File: src/rtl/clk_div_pkg.sv
// ---------------------------------------------------------------------------
// clk_div_pkg
// Shared constants and helpers for the multi-channel clock divider.
//   CLK_DIV_MIN  smallest legal divisor
//   DIV_DEFAULT  divisor every channel holds after reset (4 => 25 MHz)
//   ch_w()       width of a channel-select field, never narrower than 1 bit
// ---------------------------------------------------------------------------
package clk_div_pkg;

    localparam int CLK_DIV_MIN = 2;
    localparam int DIV_DEFAULT = 4;

    function automatic int ch_w(input int num_ch);
        return (num_ch > 1) ? $clog2(num_ch) : 1;
    endfunction

endpackage

File: src/rtl/clk_div_multi_if.sv
// ---------------------------------------------------------------------------
// clk_div_multi_if
// Divisor configuration port (valid/ready request with error pulse).
//   cfg_valid  master -> slave  request
//   cfg_ch     master -> slave  target channel
//   cfg_div    master -> slave  requested divisor
//   cfg_ready  slave -> master  addressed channel has no update pending
//   cfg_err    slave -> master  one-cycle pulse, last accepted request was illegal
// ---------------------------------------------------------------------------
interface clk_div_multi_if
    import clk_div_pkg::*;
#(
    parameter int NUM_CH = 4,
    parameter int CNT_W  = 8
) ();

    localparam int CW = ch_w(NUM_CH);

    logic             cfg_valid;
    logic             cfg_ready;
    logic [CW-1:0]    cfg_ch;
    logic [CNT_W-1:0] cfg_div;
    logic             cfg_err;

    modport master (
        output cfg_valid, cfg_ch, cfg_div,
        input  cfg_ready, cfg_err
    );

    modport slave (
        input  cfg_valid, cfg_ch, cfg_div,
        output cfg_ready, cfg_err
    );

endinterface

File: src/rtl/clk_div_ch.sv
// ---------------------------------------------------------------------------
// clk_div_ch
// One divider channel: counter, active divisor, shadow divisor, pending flag
// and the registered level/strobe outputs.
//   clk_i       clock
//   rst_i       synchronous active-high reset
//   en_i        run enable; low holds the counter at 0 and outputs low
//   sync_i      forces counter to 0 (phase alignment), applies pending divisor
//   load_i      legal request accepted for this channel this edge
//   load_div_i  divisor carried by that request
//   pending_o   shadow divisor waiting for a period boundary
//   clk_div_o   divided clock level
//   clk_en_o    one-cycle strobe per period
// ---------------------------------------------------------------------------
module clk_div_ch
    import clk_div_pkg::*;
#(
    parameter int CNT_W       = 8,
    parameter int DIV_DEFAULT = clk_div_pkg::DIV_DEFAULT
) (
    input  logic             clk_i,
    input  logic             rst_i,
    input  logic             en_i,
    input  logic             sync_i,
    input  logic             load_i,
    input  logic [CNT_W-1:0] load_div_i,
    output logic             pending_o,
    output logic             clk_div_o,
    output logic             clk_en_o
);

    logic [CNT_W-1:0] cnt_q, cnt_d;
    logic [CNT_W-1:0] div_q, div_d;
    logic [CNT_W-1:0] shadow_q, shadow_d;
    logic             pending_q, pending_d;
    logic             clk_div_q, clk_div_d;
    logic             clk_en_q, clk_en_d;
    logic             wrap;

    always_comb begin
        cnt_d     = cnt_q;
        div_d     = div_q;
        shadow_d  = shadow_q;
        pending_d = pending_q;
        clk_div_d = 1'b0;
        clk_en_d  = 1'b0;
        // div_q >= 2 always, so div_q-1 cannot underflow
        wrap      = (cnt_q == div_q - CNT_W'(1));

        if (sync_i || !en_i) begin
            // Idle/aligned channel: no period in flight, so a pending divisor is safe to take now
            cnt_d = '0;
            if (pending_q) begin
                div_d     = shadow_q;
                pending_d = 1'b0;
            end
        end else begin
            cnt_d     = wrap ? '0 : cnt_q + CNT_W'(1);
            clk_en_d  = wrap;
            clk_div_d = (cnt_q < (div_q >> 1));
            if (wrap && pending_q) begin
                div_d     = shadow_q;
                pending_d = 1'b0;
            end
        end

        // The top only loads when pending is clear, so this never collides with an apply
        // above; a load coinciding with a wrap waits for the following wrap.
        if (load_i) begin
            shadow_d  = load_div_i;
            pending_d = 1'b1;
        end
    end

    always_ff @(posedge clk_i) begin
        if (rst_i) begin
            cnt_q     <= '0;
            div_q     <= CNT_W'(DIV_DEFAULT);
            shadow_q  <= CNT_W'(DIV_DEFAULT);
            pending_q <= 1'b0;
            clk_div_q <= 1'b0;
            clk_en_q  <= 1'b0;
        end else begin
            cnt_q     <= cnt_d;
            div_q     <= div_d;
            shadow_q  <= shadow_d;
            pending_q <= pending_d;
            clk_div_q <= clk_div_d;
            clk_en_q  <= clk_en_d;
        end
    end

    assign pending_o = pending_q;
    assign clk_div_o = clk_div_q;
    assign clk_en_o  = clk_en_q;

endmodule

File: src/rtl/clk_div_multi.sv
// ---------------------------------------------------------------------------
// clk_div_multi
// N-channel programmable clock divider producing divided levels and
// clock-enable strobes from clk_100Mhz. Divisors are reprogrammable through
// the cfg interface and take effect only at a period boundary.
//   clk_100Mhz    clock
//   Reset         synchronous active-high reset
//   ch_enable     per-channel run enable
//   cfg           configuration port (slave side of clk_div_multi_if)
//   sync_start    phase-align all channels (only with CLK_DIV_SYNC_EN)
//   clk_div_out   divided clock level per channel
//   clk_en_pulse  one-cycle strobe per channel per period
// Optional feature: define CLK_DIV_SYNC_EN to add the sync_start port.
// ---------------------------------------------------------------------------
module clk_div_multi
    import clk_div_pkg::*;
#(
    parameter int NUM_CH      = 4,
    parameter int CNT_W       = 8,
    parameter int DIV_DEFAULT = clk_div_pkg::DIV_DEFAULT
) (
    input  logic              clk_100Mhz,
    input  logic              Reset,
    input  logic [NUM_CH-1:0] ch_enable,
    clk_div_multi_if.slave    cfg,
`ifdef CLK_DIV_SYNC_EN
    input  logic              sync_start,
`endif
    output logic [NUM_CH-1:0] clk_div_out,
    output logic [NUM_CH-1:0] clk_en_pulse
);

    localparam int CW = ch_w(NUM_CH);

    logic [NUM_CH-1:0] ch_hit;
    logic [NUM_CH-1:0] pending;
    logic [NUM_CH-1:0] load;
    logic              cfg_ready_w;
    logic              legal_div;
    logic              accept;
    logic              sync_w;
    logic              err_q, err_d;

`ifdef CLK_DIV_SYNC_EN
    assign sync_w = sync_start;
`else
    assign sync_w = 1'b0;
`endif

    // Out-of-range channels match no ch_hit bit: they read as ready so the
    // request is consumed and flagged rather than stalling the master.
    always_comb begin
        ch_hit      = '0;
        cfg_ready_w = 1'b1;
        for (int i = 0; i < NUM_CH; i++) begin
            ch_hit[i] = (cfg.cfg_ch == CW'(i));
            if (ch_hit[i]) begin
                cfg_ready_w = ~pending[i];
            end
        end
    end

    assign legal_div = (cfg.cfg_div >= CNT_W'(CLK_DIV_MIN));
    assign accept    = cfg.cfg_valid & cfg_ready_w;
    assign load      = (accept && legal_div) ? ch_hit : '0;
    assign err_d     = accept & ~(legal_div & (|ch_hit));

    always_ff @(posedge clk_100Mhz) begin
        if (Reset) begin
            err_q <= 1'b0;
        end else begin
            err_q <= err_d;
        end
    end

    assign cfg.cfg_ready = cfg_ready_w;
    assign cfg.cfg_err   = err_q;

    for (genvar i = 0; i < NUM_CH; i++) begin : g_ch
        clk_div_ch #(
            .CNT_W       (CNT_W),
            .DIV_DEFAULT (DIV_DEFAULT)
        ) u_ch (
            .clk_i      (clk_100Mhz),
            .rst_i      (Reset),
            .en_i       (ch_enable[i]),
            .sync_i     (sync_w),
            .load_i     (load[i]),
            .load_div_i (cfg.cfg_div),
            .pending_o  (pending[i]),
            .clk_div_o  (clk_div_out[i]),
            .clk_en_o   (clk_en_pulse[i])
        );
    end

endmodule
File: src/flat_wrapper.sv
// flat-port wrapper written by rule: the top's interface ports become plain ports
module clk_div_multi_flat import clk_div_pkg::*;
#(
    parameter int NUM_CH      = 4,
    parameter int CNT_W       = 8,
    parameter int DIV_DEFAULT = clk_div_pkg::DIV_DEFAULT
)
  (clk_100Mhz, Reset, ch_enable, clk_div_out, clk_en_pulse, cfg_cfg_valid, cfg_cfg_ch, cfg_cfg_div, cfg_cfg_ready, cfg_cfg_err);
  clk_div_multi_if #(.NUM_CH(NUM_CH), .CNT_W(CNT_W)) cfg_i ();
  input  logic clk_100Mhz;
  input  logic Reset;
  input  logic [NUM_CH-1:0] ch_enable;
  output logic [NUM_CH-1:0] clk_div_out;
  output logic [NUM_CH-1:0] clk_en_pulse;
  input wire logic [$bits(cfg_i.cfg_valid)-1:0] cfg_cfg_valid;
  input wire logic [$bits(cfg_i.cfg_ch)-1:0] cfg_cfg_ch;
  input wire logic [$bits(cfg_i.cfg_div)-1:0] cfg_cfg_div;
  output wire logic [$bits(cfg_i.cfg_ready)-1:0] cfg_cfg_ready;
  output wire logic [$bits(cfg_i.cfg_err)-1:0] cfg_cfg_err;
  assign cfg_i.cfg_valid = cfg_cfg_valid;
  assign cfg_i.cfg_ch = cfg_cfg_ch;
  assign cfg_i.cfg_div = cfg_cfg_div;
  assign cfg_cfg_ready = cfg_i.cfg_ready;
  assign cfg_cfg_err = cfg_i.cfg_err;
  clk_div_multi #(.NUM_CH(NUM_CH), .CNT_W(CNT_W), .DIV_DEFAULT(DIV_DEFAULT)) u_core (.clk_100Mhz(clk_100Mhz), .Reset(Reset), .ch_enable(ch_enable), .cfg(cfg_i), .clk_div_out(clk_div_out), .clk_en_pulse(clk_en_pulse));
endmodule
File: config.mk
export PLATFORM = sky130hd
export DESIGN_NAME = clk_div_multi_flat
export DESIGN_NICKNAME = d
export VERILOG_FILES = /design/src/rtl/clk_div_pkg.sv /design/src/rtl/clk_div_multi_if.sv /design/src/rtl/clk_div_ch.sv /design/src/rtl/clk_div_multi.sv /design/src/flat_wrapper.sv
export SDC_FILE = /design/constraint.sdc
export NUM_CORES = 1
export LEC_CHECK = 0
export CAP_MARGIN = 20
export CORE_ASPECT_RATIO = 0.7
export CORE_MARGIN = 5
export CORE_UTILIZATION = 46
export DETAILED_ROUTE_END_ITERATION = 7
export HOLD_SLACK_MARGIN = 0.03
export PLACE_DENSITY_LB_ADDON = 0.12
export SYNTH_ARGS = -nofsm -noshare
export SYNTH_HDL_FRONTEND = slang
export SYNTH_HIERARCHICAL = 1
export SYNTH_SLANG_ARGS = --single-unit
File: constraint.sdc
create_clock -name clk_100Mhz -period 5 [get_ports clk_100Mhz]
set_clock_uncertainty 0.2 [all_clocks]
set_input_delay 1.25 -clock clk_100Mhz [delete_from_list [all_inputs] [get_ports clk_100Mhz]]
set_output_delay 1.25 -clock clk_100Mhz [all_outputs]
set_load 0.01 [all_outputs]
======== After elaboration in Yosys (flattened, before gate mapping) ========
Cells that the tools add are included.
Widths: inputs -> output; s select.
storage, ports and cells
  register bits after elaboration ......... 109
  output and inout bits ................... 10
  input bits .............................. 17
  logic and storage cells ................. 117
operators by class
  bitwise gates (word level) .............. 12
  $add $sub $neg .......................... 8
  order comparisons ....................... 5
  equality and inequality tests ........... 15
  multiplexer cells ....................... 29
  reductions and logical operators ........ 23
operators with widths
  kind                 number
  $mux 8               12
  $add 8x1->8 const B  4
  $eq 8x8->1           4
  $lt 8x7->1           4
  $sub 8x1->8 const B  4
  $mux 1               16
  $ne 3x1->1 const B   4
  $reduce_or 3->1      4
  $not 1->1            9
  $ge 8x2->1 const B   1
  $ne 2x1->1 const B   4
  $reduce_and 2->1     4
  $reduce_bool 2->1    4
  $reduce_or 2->1      4
  $logic_and 1x1->1    5
  $eq 2x2->1 const B   2
  $mux 4               1
  $reduce_or 4->1      1
  $and 1x1->1          3
  $eq 2x1->1 const B   1
  $logic_not 2->1      1

======== Longest topological paths before layout ========
Gate-level depths: netlist of the first run.
  depth after elaboration ................. 9
  gate-level depth with buffers ........... 10
  mapped depth without buffers ............ 8

======== By module ========
Netlist of the first run, hierarchy kept.
modules (own cells, without submodules)
  module         sequential area each (um2)  cells an instance  area each (um2)  times used
  clk_div_ch     540.5                       170                1609.0           4
  clk_div_multi  20.0                        16                 148.9            1

======== Worst setup path before layout of the first run ========
No wires, ideal clock.
  kind .................................... input to output
  start ................................... input port cfg_cfg_ch[0]
  end ..................................... output port cfg_cfg_ready
  required time ........................... 3550 ps
  cell stages on the path ................. 2
  slack ................................... 1735 ps
  path buffers ............................ 0
  arrival ................................. 1815 ps
  path through ............................ mux2_4 > o21ai_0
between the ends
  longest elaborated chain between the ends .. 5
  elaborated cells between the ends (all ways) .. 8
  those cells by class .................... 3 x eq/ne; 4 x mux; 1 x reduce/logical
RTL lines
  element               line                 source
  start: declaration    flat_wrapper.sv:16   input wire logic [$bits(cfg_i.cfg_ch)-1:0] cfg_cfg_ch;
  $logic_not 2->1       clk_div_multi.sv:56  ch_hit[i] = (cfg.cfg_ch == CW'(i));
  $mux 1 (3 in series)  clk_div_multi.sv:57  if (ch_hit[i]) begin
  $mux 1 (*)            clk_div_multi.sv:57
  end: declaration      flat_wrapper.sv:18   output wire logic [$bits(cfg_i.cfg_ready)-1:0] cfg_cfg_ready;
Every way passes the cells marked *; elsewhere a longest branch is shown, timed or not.

======== Final worst setup path of the first run ========
Same ends and word-level chain as after synthesis.

==> results of run 1 <==
==> worst min-delay path, stage by stage (launching register included) <==
cell and delay (ps):
dfxtp_1 350, mux2i_1 70, nor2_1 70
==> layout by cell type (no fill, tap or decap), types with 5 or more instances in the layout <==
cell and instances:
nand3_1 21, xor2_1 24, xnor2_1 36, buf_4 5, nor2_1 53, nand2b_1 8, a211oi_2 8, nand2_1 13
ha_1 32, dfxtp_1 109, o21ai_0 17, nor3b_1 5, inv_1 44, or4_1 9, or3_1 5, o21a_1 28
clkbuf_16 9, a211oi_1 28, nor3_1 42, clkdlybuf4s50_1 25, nor3b_2 5, a21oi_1 8, mux2i_1 89
==> through the flow <==
stage                     worst slack, ps  total power, mW  std cells  hold WS [ps]  area [um^2]
after global placement              679.6            1.067        884         298.9         6947
after floorplan                      1735            1.023        699         282.3         6596
after detailed placement            633.8            1.074        884         311.5         6947
after CTS                           641.1            1.827        900         330.6         7256
final                               668.5            1.801        900         323.6         7256
after global routing                562.2            1.878        900         352.0         7256
==> power breakdown <==
group	internal (mW)	switching (mW)	total, mW	leakage [nW]
logic	0.0676	0.0802	0.148	1.44
registers	0.884	0.0209	0.905	0.882
clock network	0.406	0.342	0.748	0.142
total	1.36	0.443	1.80	2.47
==> layout make-up <==
cell class	count	area (um^2)	area share
Clock buffer	10	239.0	0.03294
Inverter	44	165.2	0.02276
Multi-Input combinational cell	510	4069	0.5608
Sequential cell	109	2182	0.3007
Tap cell	190	237.7	0.03276
Timing Repair Buffer	31	292.8	0.04035
Clock inverter	6	70.07	0.009657
==> logic make-up (layout without fill, tap and decap cells) <==
kind of cell	after synthesis	after routing	share of synthesized area
mux	90	90	0.1376
xor+xnor	60	60	0.07980
buf+inv	80	91	0.05244
other cells	1	4	0.0005695
compound gates	134	134	0.1744
fa+ha+maj	32	32	0.06080
flops	109	109	0.3314
simple gates	190	190	0.1630
==> path summary, 6_finish.rpt <==
check	from	end	slack, ps	cells after the start
min reg2reg	u_core/g_ch[2].u_ch/shadow_q[5]$_SDFFE_PP0P_	u_core/g_ch[2].u_ch/shadow_q[5]$_SDFFE_PP0P_	320	2
max	cfg_cfg_ch[0]	cfg_cfg_ready	670	4
min	u_core/g_ch[2].u_ch/shadow_q[5]$_SDFFE_PP0P_	u_core/g_ch[2].u_ch/shadow_q[5]$_SDFFE_PP0P_	320	2
max reg2reg	u_core/g_ch[2].u_ch/div_q[0]$_SDFFE_PP0P_	u_core/g_ch[2].u_ch/div_q[4]$_SDFFE_PP0P_	2000	8
==> routing by layer <==
layer,part of all wire,routed length (um),vias up,GRT usage
met4,0.0088,127,0,0.04259
met3,0.026,376,9,0.03512
li1,-,-,2518,-
met1,0.52,7589,2408,0.2475
met2,0.44,6387,47,0.2855
met5,0,0,-,0
==> state kept, by name, indices dropped and copies added (netlist names) <==
signal,count
u_core/cfg.cfg_err,1
u_core/g_ch.u_ch/clk_en_o,4
u_core/g_ch.u_ch/clk_div_o,4
u_core/g_ch.u_ch/div_q,32
u_core/g_ch.u_ch/shadow_q,32
u_core/g_ch.u_ch/cnt_q,32
u_core/g_ch.u_ch/pending_o,4
==> flow_summary.yaml, run 1 <==
cts:
  clkSlewWorstSetupHoldPaths_ps: 70
  h-tree-depth: 3
  cts_buffers: 9
  cts_root_buf: "clkbuf_16"
  cts_tree: "built"
  hold_buffers: 0
  clock_latency_ps: 360
  cts.sinks: 109
  post_cts_buffers: 0
  cts_resized: 0
  clockBufferDepth: 2
finish:
  drive_gt1_frac: 0.09859
  areaGrowthSynthToFinish_pct: 10.18
  fillers: 1307
  final_nets: 754
  fin_util: 0.5196
  insertedDiodeCount: 0
placed_design:
  gp_congestion: 0.8185
  hpwl_mm: 10.47
  io_buffers: 26
pwr:
  peakVddDrop_v: 0.0001772
  leakage_nw: 2.468
  power_density_mw_per_mm2: 248.2
timing:
  max_freq_ghz: 0.2309
  min_period_ps: 4331
  setup_viol: 0
  worstMarginPinSlew_ps: 926.4
  maxSlewViolCount: 0
  rsz0062_at_grt: "no"
  period_share: 0.8663
  relSlewSlack: 0.3797
  tns_ps: 0
  hold_viol_final: 0
logic_synthesis:
  yosysTopAreaCell: "dfxtp_1"
  syn_avg_cell_area_um2: 9.461
  yosysTopAreaCellShare: 0.3314
  synth.area.top_cells: "dfxtp_1 33%, mux2i_1 14%, ha_1 6.1%"
  yosysSeqAreaShare: 0.3314
  ys_seq_elements: 109
  async_reset_ff_frac: 0
  synthTopCellsByCount: "109 x dfxtp_1, 89 x mux2i_1, 53 x nor2_1"
  ys_types: 45
  yosysWarnings: 6
  synthesis.area_mm2: 0.006585
  post-synth-top-count-cell: "dfxtp_1"
  synth_edf_count: 0
  syn-instance-count: 696
  ys.flop_type: "dfxtp_1"
worst_setup_path:
  crit_path_max_fanout: 6
  critPathBufInv: 2
  critPathArrivalTime_ps: 2880
  cp_cell_sequence: "clkdlybuf4s50_1, mux2_4, o21ai_0, clkdlybuf4s50_1"
  slowest_stage: "clkdlybuf4s50_1"
  cp_top_family: "buffers and inverters"
  crit_path_end_kind: "output pin"
  crit_path_start_kind: "primary input"
  slowest_delay_ps: 600
  required_ps: 3550
  path_common_cell: "clkdlybuf4s50_1"
  critical_path_class: "primary input to output pin"
die:
  die_x_um: 153.0
  rows: 36
  io_pins: 27
  core_mm2: 0.01396
  start_util: 0.4716
  dieArea_mm2: 0.01685
  die_y_um: 110.1
global_route:
  antenna_found_initial: 0
  grt_pass1_vias: 4922
  grt_pass1_wl_mm: 24.56
  overflow: 0
  grt_max_degree: 41
  grt_usage: 0.1773
status:
  run_status: "finished, final reports clean"
route:
  drc: 0
  dr.pass1.iters: 4
  avgRoutedWirePerCell_um: 16.09
  drt_iter0_drc: 245
  vias: 4982
  via_per_inst: 5.536
  wl_mm: 14.48
  drtAntennaViolNets: 0
min_path:
  min_path_type: "flop to flop"
flow_run:
  drv_cap: 0
Power figures use the tool's default switching activity.
==> inputs of run 2 (changes only) <==
==> constraint.sdc (replaced) <==
create_clock -name clk_100Mhz -period 4.8 [get_ports clk_100Mhz]
set_clock_uncertainty 0.2 [all_clocks]
set_input_delay 1.2 -clock clk_100Mhz [delete_from_list [all_inputs] [get_ports clk_100Mhz]]
set_output_delay 1.2 -clock clk_100Mhz [all_outputs]
set_load 0.01 [all_outputs]
==> run 2 against run 1 <==
  * Sequential cell count stayed put
  * Largest power group unchanged
  * First-iteration DRC count is 11% lower
  * Combinational power is 4% higher
  * Sequential share of layout area is 0.13 points lower
  * Global-route usage is 0.27 points lower
  * Die area stayed put
  * Highest routed layer unchanged
  * Final cell count is 0.22% higher
  * Wire length is 1.5% lower
  * Non-clock buffer count is 2 higher
==> flow_summary.yaml, run 2 (same netlist as run 1, synthesis figures left out) <==
status:
  run_status: "finished, final reports clean"
cts:
  clockBufferDepth: 2
  cts.sinks: 109
  clkSlewWorstSetupHoldPaths_ps: 70
  post_cts_buffers: 0
  clock_latency_ps: 350
  cts_resized: 0
  cts_buffers: 9
  cts_root_buf: "clkbuf_16"
  cts_tree: "built"
  hold_buffers: 0
  h-tree-depth: 3
placed_design:
  io_buffers: 26
  place_area_mm2: 0.006962
  dp_slack_ps: 575.8
  hpwl_mm: 10.43
  dp.cells: 886
  gp_congestion: 0.8480
pwr:
  p_comb_frac: 0.081
  peakVddDrop_v: 0.0001722
  p_switching_uw: 432.7
  total_power_mw: 1.910
  power_density_mw_per_mm2: 262.1
  seq_power_share: 0.494
  p_sw_frac: 0.2265
  p_clk_frac: 0.426
  intPower_mw: 1.477
  leakage_nw: 2.499
timing:
  period_share: 0.8813
  rsz0062_at_grt: "no"
  fin_hold_ws_ps: 326.9
  hold_viol_final: 0
  setup_slack_ps: 569.6
  worstMarginPinSlew_ps: 821.1
  min_period_ps: 4230
  maxSlewViolCount: 0
  relSlewSlack: 0.4526
  setup_viol: 0
  max_freq_ghz: 0.2364
  tns_ps: 0
finish:
  final_nets: 756
  mostFrequentLayoutCell: "dfxtp_1"
  fin_util: 0.5220
  largestRegisters: "u_core/g_ch.u_ch/cnt_q (32), u_core/g_ch.u_ch/div_q (32), u_core/g_ch.u_ch/shadow_q (32)"
  final-instance-count-excl-fill: 902
  areaGrowthSynthToFinish_pct: 10.68
  final_cell_mix: "109 x dfxtp_1, 89 x mux2i_1, 53 x nor2_1, 44 x inv_1, 42 x nor3_1"
  insertedDiodeCount: 0
  drive_gt1_frac: 0.09972
  final_area_mm2: 0.007288
worst_setup_path:
  r2r_slack_ps: 1790
  crit_path_end_kind: "output pin"
  critPathBufInv: 2
  slowest_delay_ps: 600
  required_ps: 3400
  path_common_cell: "clkdlybuf4s50_1"
  cp_cell_sequence: "clkdlybuf4s50_1, mux2_4, o21ai_0, clkdlybuf4s50_1"
  crit_path_start_kind: "primary input"
  slowest_stage: "clkdlybuf4s50_1"
  cp_top_family: "buffers and inverters"
  critical_path_class: "primary input to output pin"
  critPathArrivalTime_ps: 2830
  crit_path_max_fanout: 6
die:
  core_mm2: 0.01396
  io_pins: 27
  die_y_um: 110.1
  dieArea_mm2: 0.01685
  die_x_um: 153.0
  rows: 36
  start_util: 0.4716
global_route:
  grt_max_degree: 41
  antenna_found_initial: 0
  grt_pass1_vias: 4887
  overflow: 0
  grt_pass1_wl_mm: 24.29
  grt_usage: 0.1746
route:
  dr.pass1.iters: 4
  drtAntennaViolNets: 0
  drc: 0
  avgRoutedWirePerCell_um: 15.82
  via_per_inst: 5.472
  wl_mm: 14.27
  vias: 4936
  drt_iter0_drc: 219
flow_run:
  drv_cap: 0
min_path:
  min_path_type: "flop to flop"
==> run 2: changes by cell type in the layout (fill, tap and decap cells not counted) <==
cell and delta:
clkinv_2 +2, buf_4 +2, bufinv_16 +1, clkbuf_8 +1, clkinvlp_4 -3, inv_6 -2, clkbuf_1 +1
==> run 2: layout make-up <==
| cell class | instances | area (um^2) |
|---|---|---|
| flip-flops and latches | 109 | 2182 |
| inverters | 44 | 165.2 |
| clock buffers | 12 | 256.5 |
| repair buffers | 33 | 307.8 |
| well taps | 190 | 237.7 |
| fillers | 1299 | 6675 |
| clock inverters | 4 | 70.07 |
| multi-input cells | 510 | 4069 |
==> run 2: tightest hold or removal path: stages (launching register included) <==
cell and delay, ps:
dfxtp_1 350, mux2i_1 70, nor2_1 80
==> run 2: routing by layer <==
layer / routed length, um / vias up / GRT usage
met2: 6359 / 60 / 0.2789
met4: 143 / 0 / 0.04832
met5: 0 / - / 0
met3: 474 / 14 / 0.02770
met1: 7289 / 2337 / 0.2475
li1: - / 2525 / -
==> run 2: power by group through the flow <==
stage / clock network [mW] / logic [mW] / registers (mW)
5_1_grt: 0.870 / 0.170 / 0.946
3_3_place_gp: 0 / 0.150 / 0.963
6_report: 0.813 / 0.154 / 0.943
4_1_cts: 0.842 / 0.155 / 0.943
3_5_place_dp: 0 / 0.154 / 0.964
2_1_floorplan: 0 / 0.110 / 0.955
==> run 2: worst paths after layout <==
| kind | cells past startpoint | startpoint | to |
|---|---|---|---|
| worst max-delay path | 4 | cfg_cfg_ch[0] | cfg_cfg_ready |
| worst max register to register | 8 | u_core/g_ch[1].u_ch/div_q[1]$_SDFFE_PP0P_ | u_core/g_ch[1].u_ch/div_q[2]$_SDFFE_PP1P_ |
| worst min-delay path | 2 | u_core/g_ch[3].u_ch/shadow_q[6]$_SDFFE_PP0P_ | u_core/g_ch[3].u_ch/shadow_q[6]$_SDFFE_PP0P_ |
| worst min register to register | 2 | u_core/g_ch[3].u_ch/shadow_q[6]$_SDFFE_PP0P_ | u_core/g_ch[3].u_ch/shadow_q[6]$_SDFFE_PP0P_ |
